==> src/rtl/uart_defs.sv <==
// Shared UART definitions: instruction opcodes and the receive FSM state encoding.
package uart_defs;

    localparam logic [5:0] OPCODE_SND = 6'b010001;
    localparam logic [5:0] OPCODE_RCV = 6'b010010;

    // Value written to the register file when a receive ends by timeout.
    localparam logic [31:0] RCV_TIMEOUT_DATA = 32'hFFFF_FFFF;

    typedef enum logic [1:0] {
        ST_IDLE    = 2'd0,
        ST_WAIT    = 2'd1,
        ST_CAPTURE = 2'd2
    } rcv_state_e;

endpackage

==> src/rtl/rcv_watchdog.sv <==
// Counts consecutive cycles with enable high; expired flags the last allowed cycle.
module rcv_watchdog #(
    parameter logic [15:0] TIMEOUT_CYCLES = 16'd50000
) (
    input  logic clock,
    input  logic reset,
    input  logic enable,
    output logic expired
);

    logic [15:0] count_q;
    logic [15:0] count_d;

    // Count while enabled, restart from zero as soon as enable drops.
    always_comb begin
        count_d = enable ? count_q + 16'd1 : 16'd0;
    end

    // Counter register with synchronous reset.
    always_ff @(posedge clock) begin
        // NOTE: sequential state uses non-blocking assignments so every flop samples pre-edge values.
        if (reset) count_q <= 16'd0;
        else       count_q <= count_d;
    end

    assign expired = enable && (count_q == TIMEOUT_CYCLES - 16'd1);

endmodule

==> src/rtl/receive_control.sv <==
// Receive-instruction controller: stalls the CPU on RCV until the UART receiver
// offers a byte, acknowledges it once and writes it zero-extended to the register file.
// Optional timeout watchdog is compiled in when RCV_TIMEOUT_EN is defined.
module receive_control #(
    parameter logic [5:0]  OPCODE_RCV     = uart_defs::OPCODE_RCV,
    parameter logic [15:0] TIMEOUT_CYCLES = 16'd50000
) (
    input  logic        clock,
    input  logic        reset,
    input  logic [5:0]  opcode,
    input  logic        rx_valid,
    input  logic [7:0]  rx_data,
    output logic        rx_ack,
    output logic [31:0] rcv_data,
    output logic        rcv_write,
    output logic        rcv_stall,
    output logic        rcv_timeout
);

    import uart_defs::*;

    rcv_state_e  state_q, state_d;
    logic [31:0] rcv_data_q, rcv_data_d;
    logic        opcode_match;
    logic        timeout_hit;

    assign opcode_match = (opcode == OPCODE_RCV);

`ifdef RCV_TIMEOUT_EN
    logic wd_expired;
    logic rcv_timeout_q, rcv_timeout_d;

    rcv_watchdog #(
        .TIMEOUT_CYCLES (TIMEOUT_CYCLES)
    ) u_watchdog (
        .clock   (clock),
        .reset   (reset),
        .enable  (state_q == ST_WAIT),
        .expired (wd_expired)
    );

    // A byte arriving in the expiry cycle wins over the timeout.
    assign timeout_hit = wd_expired && !rx_valid;

    // Timeout flag: set by a timeout capture, cleared by the next real capture.
    always_comb begin
        rcv_timeout_d = rcv_timeout_q;
        if (state_q == ST_WAIT) begin
            if (rx_valid)         rcv_timeout_d = 1'b0;
            else if (timeout_hit) rcv_timeout_d = 1'b1;
        end
    end

    // Timeout flag register.
    always_ff @(posedge clock) begin
        if (reset) rcv_timeout_q <= 1'b0;
        else       rcv_timeout_q <= rcv_timeout_d;
    end

    assign rcv_timeout = rcv_timeout_q;
`else
    logic unused_timeout_cycles;

    assign unused_timeout_cycles = ^TIMEOUT_CYCLES;
    assign timeout_hit           = 1'b0;
    assign rcv_timeout           = 1'b0;
`endif

    // Next-state and capture-data logic of the receive FSM.
    always_comb begin
        // NOTE: defaults first so every path assigns every output and no latch is inferred.
        state_d    = state_q;
        rcv_data_d = rcv_data_q;
        case (state_q)
            ST_IDLE: begin
                if (opcode_match) state_d = ST_WAIT;
            end
            ST_WAIT: begin
                if (rx_valid) begin
                    state_d    = ST_CAPTURE;
                    rcv_data_d = {24'd0, rx_data};
                end else if (timeout_hit) begin
                    state_d    = ST_CAPTURE;
                    rcv_data_d = RCV_TIMEOUT_DATA;
                end
            end
            ST_CAPTURE: state_d = ST_IDLE;
            default:    state_d = ST_IDLE;
        endcase
    end

    // FSM state and captured-data registers.
    always_ff @(posedge clock) begin
        if (reset) begin
            state_q    <= ST_IDLE;
            rcv_data_q <= 32'd0;
        end else begin
            state_q    <= state_d;
            rcv_data_q <= rcv_data_d;
        end
    end

    // Strobes are forced low while reset is asserted, whatever the opcode.
    assign rcv_stall = !reset && ((state_q == ST_IDLE && opcode_match) || state_q == ST_WAIT);
    assign rx_ack    = !reset && (state_q == ST_WAIT) && rx_valid;
    assign rcv_write = !reset && (state_q == ST_CAPTURE);
    assign rcv_data  = rcv_data_q;

endmodule

==> config.mk <==
export PLATFORM = sky130hd
export DESIGN_NAME = receive_control
export DESIGN_NICKNAME = d
export VERILOG_FILES = /design/src/rtl/uart_defs.sv /design/src/rtl/rcv_watchdog.sv /design/src/rtl/receive_control.sv
export SDC_FILE = /design/constraint.sdc
export NUM_CORES = 1
export LEC_CHECK = 0
export ABC_AREA = 0
export CAP_MARGIN = 20
export CORE_MARGIN = 8
export CORE_UTILIZATION = 32
export DETAILED_ROUTE_END_ITERATION = 8
export PLACE_DENSITY = 0.87
export SYNTH_ARGS = -nofsm -noshare
export SYNTH_HDL_FRONTEND = slang
export SYNTH_SLANG_ARGS = --single-unit
==> constraint.sdc <==
create_clock -name clock -period 2.9 [get_ports clock]
set_clock_uncertainty 0.05 [all_clocks]
set_input_delay 0.29 -clock clock [delete_from_list [all_inputs] [get_ports clock]]
set_output_delay 0.29 -clock clock [all_outputs]
set_load 0.01 [all_outputs]
==> impl_metrics.yaml <==
run_status:
  status: "completed"
floorplan:
  die-area_um2: 3498
  coreArea_um2: 1745
  die_h_um: 59.14
  io_pins: 53
  die_w_um: 59.14
  start_util: 0.3412
  rows: 15
sta:
  setup_tns_ps: 0
  timing.fmax_mhz: 440.9
  hold_violations: 0
  grt_setup_unrepaired: "no"
  finalCriticalPeriod_ps: 2268
  holdWs_ps: 422.4
  period_share: 0.7820
  final_max_slew_viol_count: 0
  setup_viol: 0
clock_tree:
  cts_tree: "yes"
  numCtsBuffers: 3
  cts_buffer_depth: 2
  clk_pin_slew_ps: 70
  holdBufCountCts: 0
  clock_latency_ps: 260
  cts_root_buf: "clkbuf_4"
  htreeDepth: 1
  cts_resized: 0
  cts_setup_buffers: 0
  cts_num_sinks: 10
routing:
  drc: 0
  dr.pass1.iters: 4
  drt-total-wl_um: 1343
  viasPerCell: 3.783
  vias: 454
  ant_nets: 0
  post_drt_wl_per_cell_um: 11.19
  drt_iter0_drc: 3
worst_setup_path:
  cp-end-kind: "primary output"
  slowest_delay_ps: 600
  cp_cell_sequence: "clkdlybuf4s50_1 -> nor4b_2 -> a31oi_1 -> nor3_1 -> clkdlybuf4s50_1"
  crit_path_max_fanout: 2
  cp.arrival_ps: 1930
  worstSetupPathType: "in2out"
  cpMostUsedCell: "clkdlybuf4s50_1"
  critical_path.slowest_cell: "clkdlybuf4s50_1"
  crit_family: "buffers and inverters"
  crit_buf_inv: 2
  reg2reg_slack_ps: 1760
  critPathLaunchType: "primary input"
  cp.required_ps: 2560
placement:
  io_buffers: 27
  gp_congestion: 0.6675
  hpwl_um: 1161
yosys:
  syn_area_um2: 595.6
  yosysTopAreaCell: "dfxtp_1"
  yosys_warnings: 0
  ys_seq_area_frac: 0.3361
  ys_ff_latch: 10
  synth.avg_cell_area_um2: 9.024
  syn_inst: 66
  synth_area_leaders: "dfxtp_1 (34%), buf_4 (32%), mux2i_1 (13%)"
  synthDominantCellAreaShare: 0.3361
  synth_cell_type_count: 15
pwr:
  finalPower_mw: 0.3059
  p_leak_nw: 0.4088
  p_per_area_nw_per_um2: 369.3
  max-vdd-ir-drop_mv: 0.3045
grt:
  first_global_vias: 457
  grt_max_degree: 14
  antenna_found_initial: 0
  overflow: 0
  track_usage: 0.07225
  grt_pass1_wl_um: 1938
finish:
  fill_cells: 151
  drive_above_1_share: 0.07368
  layout_common_cells: "clkdlybuf4s50_1 (27), conb_1 (25), nor2_1 (11)"
  nets: 113
  final_common_cell: "clkdlybuf4s50_1"
  antenna_cells: 0
  area_growth_pct: 39.08
hold_path:
  hold_path.class: "reg2reg"
flow_run:
  drv_cap: 0
per-layer routing:
layer,track usage,wire length [µm],vias up
li1,-,-,221
met1,0.07466,577,183
met2,0.09813,416,48
met3,0.06074,334,2
met4,0.04096,15,0
met5,0,0,-
where the power goes:
| part | switching [mW] | internal (mW) |
|---|---|---|
| sequential | 0.000346 | 0.138 |
| clock | 0.0462 | 0.0761 |
| combinational | 0.0239 | 0.0216 |
| total | 0.0704 | 0.236 |
cell usage after synthesis, drive strengths merged:
cell,count
buf,26
nor2,11
dfxtp,10
mux2i,8
inv,2
nor3,2
a31oi,1
a32oi,1
clkbuf,1
conb,1
nand3b,1
nor3b,1
nor4b,1
layout make-up:
class / instances / area (µm²) / area share
clock buffers: 4 / 36.28 / 0.04381
inverters: 2 / 7.507 / 0.009063
multi-input cells: 51 / 275.3 / 0.3323
flip-flops and latches: 10 / 200.2 / 0.2417
well taps: 25 / 31.28 / 0.03776
repair buffers: 28 / 277.8 / 0.3353
registers in the layout (all words and copies together), names as in the netlist:
name	flops
state_q	2
rcv_data	8
kinds of logic after synthesis:
logic type / after synthesis / synth area share
other: 1 / 0.006296
AOI/OAI and AO/OA: 2 / 0.02522
muxes: 8 / 0.1345
buffers and inverters: 29 / 0.3529
DFF: 10 / 0.3361
and+or+nand+nor: 16 / 0.1450
stage by stage:
step	cell area, µm²	utilization	setup slack, ps	cells
4_1_cts	828.3	0.4746	621.8	120
3_5_place_dp	792.0	0.4538	617.8	116
6_report	828.3	0.4746	632.1	120
2_1_floorplan	685.7	-	1612	90
3_3_place_gp	792.0	0.4538	650.1	116
5_1_grt	828.3	0.4746	515.0	120
worst paths after layout:
path,start,end,cells after the start
worst min-delay path,state_q[1]$_SDFFE_PP0P_,state_q[0]$_SDFFE_PP0P_,1
worst min register to register,state_q[1]$_SDFFE_PP0P_,state_q[0]$_SDFFE_PP0P_,1
worst max register to register,state_q[1]$_SDFFE_PP0P_,rcv_data[1]$_SDFFE_PP0P_,4
worst max-delay path,opcode[0],rcv_stall,5
Power figures use the tool's default switching activity.
